## config.mk

```make
export PLATFORM = sky130hd
export DESIGN_NAME = cache_mem_bridge
export DESIGN_NICKNAME = d
export VERILOG_FILES = /design/src/rtl/cache_pkg.sv /design/src/rtl/cache_wb_fifo.sv /design/src/rtl/cache_mem_bridge.sv
export SDC_FILE = /design/constraint.sdc
export NUM_CORES = 1
export LEC_CHECK = 0
export CORE_MARGIN = 5
export CORE_UTILIZATION = 55
export CTS_BUF_LIST = sky130_fd_sc_hd__clkbuf_8
export CTS_CLUSTER_DIAMETER = 60
export DETAILED_ROUTE_END_ITERATION = 10
export DONT_BUFFER_PORTS = 1
export GPL_TIMING_DRIVEN = 0
export PLACE_DENSITY = 0.7
export RECOVER_POWER = 50
export SYNTH_ARGS = -nofsm -noshare
export SYNTH_HDL_FRONTEND = slang
export SYNTH_SLANG_ARGS = --single-unit
```

## constraint.sdc

```tcl
create_clock -name clk -period 3.7 [get_ports clk]
set_clock_uncertainty 0.15 [all_clocks]
set_input_delay 0 -clock clk [delete_from_list [all_inputs] [get_ports clk]]
set_output_delay 0 -clock clk [all_outputs]
set_load 0.02 [all_outputs]
```

## src/rtl/cache_pkg.sv

```systemverilog
// Shared types for the cache memory-side bridge.
package cache_pkg;

  // Widths of a buffered write-back entry; a bridge built with other widths must change these too.
  localparam int unsigned CACHE_DW = 32;
  localparam int unsigned CACHE_AW = 32;

  typedef enum logic [1:0] {
    IDLE,
    RD_ISSUE,
    RD_WAIT,
    WR_ISSUE
  } bridge_state_t;

  typedef struct packed {
    logic [CACHE_AW-1:0] addr;
    logic [CACHE_DW-1:0] data;
  } wb_entry_t;

endpackage

```

## src/rtl/cache_wb_fifo.sv

```systemverilog
// Posted write buffer: circular FIFO of write-back entries with a parallel
// address lookup that returns the newest matching entry for read forwarding.
module cache_wb_fifo
  import cache_pkg::*;
#(
  parameter int unsigned WB_DEPTH = 4
) (
  input  logic                clk,
  input  logic                rst,
  input  logic                push,
  input  wb_entry_t           push_entry,
  input  logic                pop,
  output logic                full,
  output logic                empty,
  output wb_entry_t           head,
  input  logic [CACHE_AW-1:0] match_addr,
  output logic                match_hit,
  output logic [CACHE_DW-1:0] match_data
);

  localparam int unsigned PTR_W = $clog2(WB_DEPTH);
  localparam int unsigned CNT_W = $clog2(WB_DEPTH + 1);

  logic [PTR_W-1:0] wr_ptr_q, rd_ptr_q;
  logic [CNT_W-1:0] count_q;
  wb_entry_t        entries_q [WB_DEPTH];

  // Pointers and occupancy; pointers wrap naturally since depth is a power of two.
  always_ff @(posedge clk or posedge rst) begin
    if (rst) begin
      wr_ptr_q <= '0;
      rd_ptr_q <= '0;
      count_q  <= '0;
    end else begin
      if (push) wr_ptr_q <= wr_ptr_q + 1'b1;
      if (pop)  rd_ptr_q <= rd_ptr_q + 1'b1;
      if (push && !pop)      count_q <= count_q + 1'b1;
      else if (!push && pop) count_q <= count_q - 1'b1;
    end
  end

  // Entry storage; validity comes from the pointers so no reset is needed.
  always_ff @(posedge clk) begin
    if (push) entries_q[wr_ptr_q] <= push_entry;
  end

  assign full  = (count_q == CNT_W'(WB_DEPTH));
  assign empty = (count_q == '0);
  assign head  = entries_q[rd_ptr_q];

  // Scan oldest to newest so the last match seen is the newest one.
  always_comb begin
    logic [PTR_W-1:0] idx;
    idx        = '0;
    match_hit  = 1'b0;
    match_data = '0;
    for (int unsigned i = 0; i < WB_DEPTH; i++) begin
      idx = rd_ptr_q + PTR_W'(i);
      if ((CNT_W'(i) < count_q) && (entries_q[idx].addr == match_addr)) begin
        match_hit  = 1'b1;
        match_data = entries_q[idx].data;
      end
    end
  end

endmodule

```

## src/rtl/cache_mem_bridge.sv

```systemverilog
// Memory-side stage below the cache datapath: posts write-backs into a small
// buffer, forwards buffered data to allocate reads, and otherwise turns
// requests into a single-outstanding valid/ready memory handshake.
module cache_mem_bridge
  import cache_pkg::*;
#(
  parameter int unsigned DATA_WIDTH    = CACHE_DW,
  parameter int unsigned ADDRESS_WIDTH = CACHE_AW,
  parameter int unsigned WB_DEPTH      = 4
) (
  input  logic                     clk,
  input  logic                     rst,
  input  logic                     req_valid,
  input  logic                     req_write,
  input  logic [ADDRESS_WIDTH-1:0] req_addr,
  input  logic [DATA_WIDTH-1:0]    req_wdata,
  output logic                     req_ready,
  output logic                     resp_valid,
  output logic [DATA_WIDTH-1:0]    resp_rdata,
  input  logic                     drain_req,
  output logic                     drain_done,
  output logic                     mem_req_valid,
  input  logic                     mem_req_ready,
  output logic                     mem_we,
  output logic [ADDRESS_WIDTH-1:0] mem_addr,
  output logic [DATA_WIDTH-1:0]    mem_wdata,
  input  logic                     mem_resp_valid,
  input  logic [DATA_WIDTH-1:0]    mem_rdata
);

  bridge_state_t state_q, state_d;

  logic                     mem_req_valid_q, mem_req_valid_d;
  logic                     mem_we_q, mem_we_d;
  logic [ADDRESS_WIDTH-1:0] mem_addr_q, mem_addr_d;
  logic [DATA_WIDTH-1:0]    mem_wdata_q, mem_wdata_d;
  logic                     resp_valid_q, resp_valid_d;
  logic [DATA_WIDTH-1:0]    resp_rdata_q, resp_rdata_d;

  logic            wb_full, wb_empty, wb_hit, wb_pop;
  logic [DATA_WIDTH-1:0] wb_hit_data;
  wb_entry_t       wb_head, wb_push_entry;

  logic wr_acc, rd_acc, mem_hs;

  // Write readiness uses the registered count only, so a same-cycle pop never frees a slot.
  assign req_ready  = !rst && (req_write ? !wb_full : ((state_q == IDLE) && !drain_req));
  assign drain_done = !rst && drain_req && wb_empty && (state_q == IDLE);

  assign wr_acc = req_valid && req_write && req_ready;
  assign rd_acc = req_valid && !req_write && req_ready;
  assign mem_hs = mem_req_valid_q && mem_req_ready;
  assign wb_pop = (state_q == WR_ISSUE) && mem_hs;

  assign wb_push_entry.addr = req_addr;
  assign wb_push_entry.data = req_wdata;

  cache_wb_fifo #(
    .WB_DEPTH (WB_DEPTH)
  ) u_wb_fifo (
    .clk        (clk),
    .rst        (rst),
    .push       (wr_acc),
    .push_entry (wb_push_entry),
    .pop        (wb_pop),
    .full       (wb_full),
    .empty      (wb_empty),
    .head       (wb_head),
    .match_addr (req_addr),
    .match_hit  (wb_hit),
    .match_data (wb_hit_data)
  );

  // State register.
  always_ff @(posedge clk or posedge rst) begin
    if (rst) state_q <= IDLE;
    else     state_q <= state_d;
  end

  // Next state: a read in IDLE takes priority over draining the buffer.
  always_comb begin
    state_d = state_q;
    unique case (state_q)
      IDLE: begin
        if (rd_acc && !wb_hit)       state_d = RD_ISSUE;
        else if (!rd_acc && !wb_empty) state_d = WR_ISSUE;
      end
      RD_ISSUE: if (mem_hs)         state_d = RD_WAIT;
      RD_WAIT:  if (mem_resp_valid) state_d = IDLE;
      WR_ISSUE: if (mem_hs)         state_d = IDLE;
      default:                      state_d = IDLE;
    endcase
  end

  // Output next values: request fields load on entry to an issue state and hold until accepted.
  always_comb begin
    mem_req_valid_d = mem_req_valid_q;
    mem_we_d        = mem_we_q;
    mem_addr_d      = mem_addr_q;
    mem_wdata_d     = mem_wdata_q;
    resp_valid_d    = 1'b0;
    resp_rdata_d    = resp_rdata_q;
    unique case (state_q)
      IDLE: begin
        if (rd_acc) begin
          if (wb_hit) begin
            resp_valid_d = 1'b1;
            resp_rdata_d = wb_hit_data;
          end else begin
            mem_req_valid_d = 1'b1;
            mem_we_d        = 1'b0;
            mem_addr_d      = req_addr;
          end
        end else if (!wb_empty) begin
          mem_req_valid_d = 1'b1;
          mem_we_d        = 1'b1;
          mem_addr_d      = wb_head.addr;
          mem_wdata_d     = wb_head.data;
        end
      end
      RD_ISSUE, WR_ISSUE: begin
        if (mem_hs) mem_req_valid_d = 1'b0;
      end
      RD_WAIT: begin
        if (mem_resp_valid) begin
          resp_valid_d = 1'b1;
          resp_rdata_d = mem_rdata;
        end
      end
      default: mem_req_valid_d = 1'b0;
    endcase
  end

  // Registered outputs.
  always_ff @(posedge clk or posedge rst) begin
    if (rst) begin
      mem_req_valid_q <= 1'b0;
      mem_we_q        <= 1'b0;
      mem_addr_q      <= '0;
      mem_wdata_q     <= '0;
      resp_valid_q    <= 1'b0;
      resp_rdata_q    <= '0;
    end else begin
      mem_req_valid_q <= mem_req_valid_d;
      mem_we_q        <= mem_we_d;
      mem_addr_q      <= mem_addr_d;
      mem_wdata_q     <= mem_wdata_d;
      resp_valid_q    <= resp_valid_d;
      resp_rdata_q    <= resp_rdata_d;
    end
  end

  assign mem_req_valid = mem_req_valid_q;
  assign mem_we        = mem_we_q;
  assign mem_addr      = mem_addr_q;
  assign mem_wdata     = mem_wdata_q;
  assign resp_valid    = resp_valid_q;
  assign resp_rdata    = resp_rdata_q;

endmodule

```

==> impl_metrics.yaml, run 1 <==
job:
  drv_cap: 1
critical_path:
  end_kind: "flip-flop"
  crit_fanout: 8
  worstPathArrival_ns: 4.32
  crit_type: "reg2reg"
  worstSetupStartpointType: "flip-flop"
  path_cells: "buf_12, buf_12, buf_16, buf_4, buf_12, mux2i_1, mux2i_1, xnor2_1, nand4_1, or4_4, or2_0, buf_4, a41oi_4, or2_1, buf_12, buf_12, a31oi_1"
  crit_top_cell: "buf_12"
  slowest_stage: "or4_4"
  crit_family: "buffers and inverters"
  slowest_delay_ns: 0.50
  worst-endpoint-required_ns: 4.04
  path_buf_inv: 8
global_route:
  grt_pass1_vias: 17900
  grt_pass1_wl_um: 117000
  grt_max_degree: 86
  antenna_found_initial: 4
  grt.total_usage_pct: 36.9
  grt_overflow: 0
clocking:
  cts_buffers: 66
  htree_levels: 3
  cts_tree: "built"
  clk_pin_slew_worst_paths_ns: 0.06
  cts-root-buf: "clkbuf_8"
  clock-sinks: 364
  clk_latency_ns: 0.63
  cts.path.max_buffers: 3
placement:
  dpl.hpwl_um: 51500
  numPortBuffers: 0
  gp_congestion: 1.02
  placed_area_sq_um: 22000
timing:
  setup_violations: 67
  fin_ws_ns: -0.280
  period_share_pct: 108
  worst_pin_slew_ns: 1.64
  fmax_mhz: 251
  rsz0062_at_grt: "yes"
  hold_viol: 0
  period_needed_ns: 3.98
  relSlewSlack_pct: -9.03
  slew_viol_final: 25
synthesis:
  async_flop_share_pct: 29.7
  synth-edff-count: 256
  ys_types: 67
  yosys_warnings: 0
  seq_area_frac_synth_pct: 49.1
  synth_area_per_cell_sq_um: 11.6
  synth_flop_cell: "edfxtp_1"
  syn_nets: 1932
  synth.cell_area_sq_um: 21200
  ys_ff_latch: 364
  synth_cells: 1820
power:
  p_per_area_nw_per_um2: 808
  p_switching_mw: 9.74
  power.share.switching_pct: 44.5
  ir_drop_uv: 474
  leakagePower_nw: 9.98
  p_int_mw: 12.2
  p_comb_share_pct: 52.2
  sequentialPowerShare_pct: 29.6
  pwr-share-clk_pct: 18.1
worst_hold_path:
  holdCritPathClass: "in2reg"
route:
  drtIter0Drc: 2709
  num_vias: 18000
  drt-total-wl_um: 81100
  drc: 0
  viasPerCell: 6.69
  wl_per_cell_um: 30.2
  antenna_left: 0
  dr.pass1.iters: 7
die:
  core-area_sq_um: 37800
  die_h_um: 206
  die_w_um: 206
  start_util_pct: 56.0
  ios: 204
  rows: 71
  dieArea_sq_um: 42500
final_layout:
  fin_area_sq_um: 27100
  area_growth_pct: 28.0
  final_nets: 2229
  drive_gt1_share_pct: 25.3
  final_util_pct: 71.6
status:
  status: "finished, violations left"
  violations: "capacitance limit, slew limit, setup timing"
## final cells by class
cell class / instances / area, sq um
buffer: 164 / 1280
sequential: 364 / 10400
clock buffer: 78 / 1070
tap: 511 / 639
clock inverter: 41 / 285
antenna: 4 / 10.0
inverter: 16 / 65.1
multi-input combinational: 1274 / 10800
fill: 2690 / 10700
timing repair buffer: 231 / 2550
## synth_stat cells, drive strengths merged, types with 36 or more instances
cell / count / area [sq um]
a211oi: 40 / 305
a31oi: 36 / 225
buf: 76 / 518
clkbuf: 90 / 338
dfrtp: 108 / 2700
edfxtp: 256 / 7690
mux2: 121 / 1450
mux2i: 212 / 2130
nand2: 191 / 717
nor2: 82 / 315
nor3: 42 / 210
o21ai: 141 / 706
xnor2: 83 / 727
xor2: 37 / 324
## path summary, 6_finish.rpt
check	startpoint	to	slack (ns)	cells after the start
min reg2reg	u_wb_fifo.wr_ptr_q[0]	u_wb_fifo.wr_ptr_q[0]	0.39	1
max reg2reg	u_wb_fifo.rd_ptr_q[1]	resp_rdata[13]	-0.28	17
min	req_addr[13]	u_wb_fifo.entries_q[0][45]	0.03	1
max	u_wb_fifo.rd_ptr_q[1]	resp_rdata[13]	-0.28	17
max in group asynchronous	rst	mem_addr[19]	1.43	4
min in group asynchronous	rst	mem_req_valid	0.47	4
## power groups by stage
stage          logic, mW  clock network (mW)  registers [mW]
3_3_place_gp        8.83                   0            6.52
6_report            11.4                3.97            6.50
2_1_floorplan       6.21                   0            6.27
4_1_cts             10.5                3.95            6.46
5_1_grt             11.9                4.20            6.56
3_5_place_dp        8.92                   0            6.52
## metrics by stage
step           total power, mW  setup WS (ns)  setup TNS [ns]  hold slack (ns)  cells
2_1_floorplan             12.5          0.372               0          -0.0511   1820
3_3_place_gp              15.3          -1.56         -576.77          -0.0509   2331
3_5_place_dp              15.4          -1.55         -100.38           -0.296   2336
4_1_cts                   20.9         -0.148           -7.15          0.00309   2664
5_1_grt                   22.6         -0.331          -19.99           0.0378   2682
6_report                  21.9         -0.280          -13.74           0.0331   2683
## logic make-up after synthesis
| kind of cell | count (synthesis) | synth area share (%) |
|---|---|---|
| XOR/XNOR | 120 | 4.96 |
| AO/OA/AOI/OAI | 368 | 11.6 |
| flip-flops | 364 | 49.1 |
| buffers and inverters | 182 | 4.32 |
| adder cells (fa/ha/maj) | 9 | 0.532 |
| multiplexers | 367 | 20.5 |
| AND/OR/NAND/NOR | 410 | 8.97 |
## layer usage
layer	global-route usage (%)	up-vias	part of all wire (%)	wire length, um
li1	-	7471	-	-
met1	52.4	8807	39	31600
met2	56.0	1441	44	35800
met3	9.87	232	13	10900
met4	11.6	2	3.3	2670
met5	0	-	0.021	17
## what timing repair did
action	in CTS	in global routing
buffers inserted	46	11
hold endpoints to repair	433	0
gates resized for setup	221	116
hold buffers	161	0
endpoints found under the setup margin	103	100
pin swaps	35	13
cloned	4	5
## state kept, by name (all words and copies together), names as in the netlist, 2 cells and up
name,flops
mem_addr,32
mem_wdata,32
resp_rdata,32
state_q,2
u_wb_fifo.count_q,3
u_wb_fifo.entries_q,256
u_wb_fifo.rd_ptr_q,2
u_wb_fifo.wr_ptr_q,2
## worst reg2reg max path: cells and delay by family, from the launching register on
kind	cells	cell delay [ns]
multiplexers	2	0.39
buffers and inverters	8	1.23
AO/OA/AOI/OAI	2	0.30
flip-flops	1	0.40
XOR/XNOR	1	0.23
AND/OR/NAND/NOR	4	1.14
## cells in the final DEF, fill, tap and decap left out, types with 16 or more instances in the layout
cell and count:
a211oi_1 34, clkbuf_1 66, mux2_4 28, mux2i_1 177, nor3b_1 30, o2111ai_1 33
dlygate4sd3_1 160, xnor2_1 70, o21ai_0 125, nor2_1 79, mux2i_4 21, nand4_1 16
nand2_1 191, dfrtp_1 108, buf_12 22, xor2_1 32, a31oi_1 23, clkbuf_8 78
a31o_2 32, buf_4 43, nor3_1 40, edfxtp_1 256, buf_6 29, inv_1 39
mux2_2 91, mux4_2 34, o211ai_1 34
Power figures use the tool's default switching activity.
==> run 2: changes to the inputs <==
- SYNTH_HIERARCHICAL: not set -> 1
==> run 2 against run 1 <==
  * The flow still finishes with violations (capacitance limit, slew limit, setup timing)
  * Register-to-register slack worse by 0.21 ns
  * Synthesized area is 0.66% lower
  * Cell count is 6.6% lower
  * Critical path depth stayed put
  * Via count is 3.7% lower
  * Largest power group unchanged
  * Critical path type unchanged
  * Flip-flop and latch count stayed put
  * First-iteration DRC count is 11% lower
  * Cell area is 3.8% higher
  * Critical endpoint is now resp_rdata[11]
  * Clock power is 4% lower
==> impl_metrics.yaml, run 2 <==
global_route:
  grtUsageMet3_pct: 10.3
  grt.total_usage_pct: 36.7
  busiest_layer: "met2"
  grt_pass1_wl_um: 115000
  globalRouteMet1Util_pct: 51.3
  grt_max_degree: 75
  grt_pass1_vias: 17300
  grt_overflow: 0
  grt_use_met2_pct: 56.9
  antenna_found_initial: 4
critical_path:
  worstPathArrival_ns: 4.59
  crit_type: "reg2reg"
  worstSetupStartpointType: "flip-flop"
  end_kind: "flip-flop"
  worst-endpoint-required_ns: 4.11
  crit_fanout: 10
worst_hold_path:
  holdCritPathClass: "in2out"
final_layout:
  layout_common_cells: "edfxtp_1, dlygate4sd3_1, mux2i_1, dfrtp_1, mux2_2"
  area_growth_pct: 33.7
  n_fill_cell: 2271
  num_antenna_cells: 0
  top_register: "u_wb_fifo/entries_q"
  final_nets: 2055
  seq_area_sq_um: 10400
  largest_register_ffs: 256
  final_common_cell: "edfxtp_1"
  drive_gt1_share_pct: 32.9
  multi_input_area_sq_um: 11300
  fin_area_sq_um: 28100
synthesis:
  synthTopCellsByCount: "edfxtp_1, mux2i_1, mux2_2"
  netlist.area_leader.share_pct: 36.5
  ys_ff_latch: 364
  yosysTopAreaCell: "edfxtp_1"
  synth.cell_area_sq_um: 21000
  synth_cells: 1614
  seq_area_frac_synth_pct: 49.4
  syn_nets: 1726
  async_flop_share_pct: 29.7
  synth-edff-count: 256
  synth_flop_cell: "edfxtp_1"
  yosys_warnings: 6
  yosysMostFrequentCell: "edfxtp_1"
  ys_types: 74
  yosys-top-cells-area: "edfxtp_1, dfrtp_1, mux2i_1"
  synth_area_per_cell_sq_um: 13.0
power:
  design_power_total_mw: 21.5
  leakagePower_nw: 10.3
  p_per_area_nw_per_um2: 763
  ir_drop_uv: 515
route:
  antenna_left: 0
  drtIter0Drc: 2415
  drc: 0
  drt-total-wl_um: 81100
  wl_per_cell_um: 32.4
  dr.pass1.iters: 6
  viasPerCell: 6.89
  num_vias: 17300
timing:
  slew_viol_final: 104
  fmax_mhz: 239
  fin_ws_ns: -0.488
  hold_viol: 0
  rsz0062_at_grt: "yes"
  period_needed_ns: 4.19
  worst_pin_slew_ns: 2.16
  period_share_pct: 113
  setup_violations: 67
  relSlewSlack_pct: -44.2
clocking:
  clk_latency_ns: 0.72
  cts-root-buf: "clkbuf_8"
  clk_pin_slew_worst_paths_ns: 0.06
  cts_tree: "built"
  clock-sinks: 364
  cts.path.max_buffers: 3
  cts_buffers: 61
  htree_levels: 2
placement:
  dpl.hpwl_um: 49100
  gp_congestion: 0.959
  placed_area_sq_um: 21900
  numPortBuffers: 0
  dp_slack_ns: -1.72
die:
  rows: 71
  core-area_sq_um: 37800
  die_h_um: 206
  die_w_um: 206
  dieArea_sq_um: 42300
  start_util_pct: 55.7
  ios: 204
job:
  drv_cap: 2
status:
  violations: "capacitance limit, slew limit, setup timing"
  status: "finished, violations left"
run 2: changes by cell type in the layout (fill, tap and decap cells not counted), sizes merged, moves of 36 or more:
cell         before  now
a21oi            13   55
nor3             42    5
o221ai            2   65
a31oi            36    0
nand2           191   80
or3               0   37
mux2            121  167
dlygate4sd3     160  199
a211oi           40    2
o21ai           141   14
run 2: cell families (layout without fill, tap and decap cells):
kind of cell               after synthesis  count (layout)  synth area share, %
muxes                                  412             413                 24.3
DFF                                    364             364                 49.4
AOI/OAI and AO/OA                      271             271                 10.3
and+or+nand+nor                        248             248                 5.89
buffers and inverters                  184             565                 4.38
xor gates and xnor gates               126             126                 5.25
adders and majority gates                9               9                0.535
run 2: timing repair:
action                                  CTS  global route
resized for setup                       303           161
setup buffers                            28            22
hold buffers                            200             0
hold endpoints to repair                522             0
pin swaps                                55            39
endpoints found under the setup margin  100            67
cloned                                    4            13
run 2: power by group:
part / internal (mW) / switching, mW
sequential: 5.05 / 1.18
clock: 2.00 / 1.81
combinational: 5.34 / 6.09
run 2: through the flow:
step / TNS, ns / hold slack [ns] / util, % / instances
finish: -26.16 / 0.0539 / 74.5 / 2507
global placement: -292.32 / -0.249 / 57.5 / 2125
detailed placement: -116.69 / -0.291 / 57.9 / 2130
CTS: -22.17 / 0.0103 / 71.3 / 2477
floorplan: -0.0255 / -0.347 / - / 1614
global route: -27.52 / 0.0325 / 74.5 / 2507
run 2: worst paths after layout:
path                       cells after the start  slack (ns)                  start               endpoint
setup / recovery                              17       -0.49  u_wb_fifo/rd_ptr_q[1]         resp_rdata[11]
hold / removal                                 1        0.05              drain_req             drain_done
setup reg to reg                              17       -0.49  u_wb_fifo/rd_ptr_q[1]         resp_rdata[11]
hold reg to reg                                1        0.39  u_wb_fifo/wr_ptr_q[0]  u_wb_fifo/wr_ptr_q[0]
max in group asynchronous                      4        0.96                    rst         resp_rdata[10]
min in group asynchronous                      3        0.34                    rst  u_wb_fifo/rd_ptr_q[0]
run 2: per-layer routing:
| metal | wire length [um] | share of wire, % |
|---|---|---|
| met5 | 43 | 0.053 |
| met4 | 2340 | 2.9 |
| met2 | 37200 | 46 |
| met1 | 31100 | 38 |
| met3 | 10400 | 13 |
run 2: critical path: stages (launching register included):
cell	delay, ns
dfrtp_1	0.38
buf_8	0.14
buf_12	0.15
buf_16	0.15
buf_16	0.16
buf_12	0.16
mux4_2	0.33
xor2_2	0.19
nor4_2	0.38
and4bb_4	0.34
buf_6	0.12
o211ai_4	0.10
clkbuf_16	0.18
buf_8	0.14
o221ai_1	0.23
a32oi_1	0.13
mux2_2	0.30
mux2_4	0.26
run 2: final cells by class:
| class | count | area share (%) |
|---|---|---|
| tap | 511 | 2.27 |
| clock inverter | 44 | 1.02 |
| sequential | 364 | 36.9 |
| multi-input combinational | 1067 | 40.3 |
| clock buffer | 72 | 3.52 |
| inverter | 44 | 0.614 |
| timing repair buffer | 267 | 10.4 |
| buffer | 138 | 5.00 |
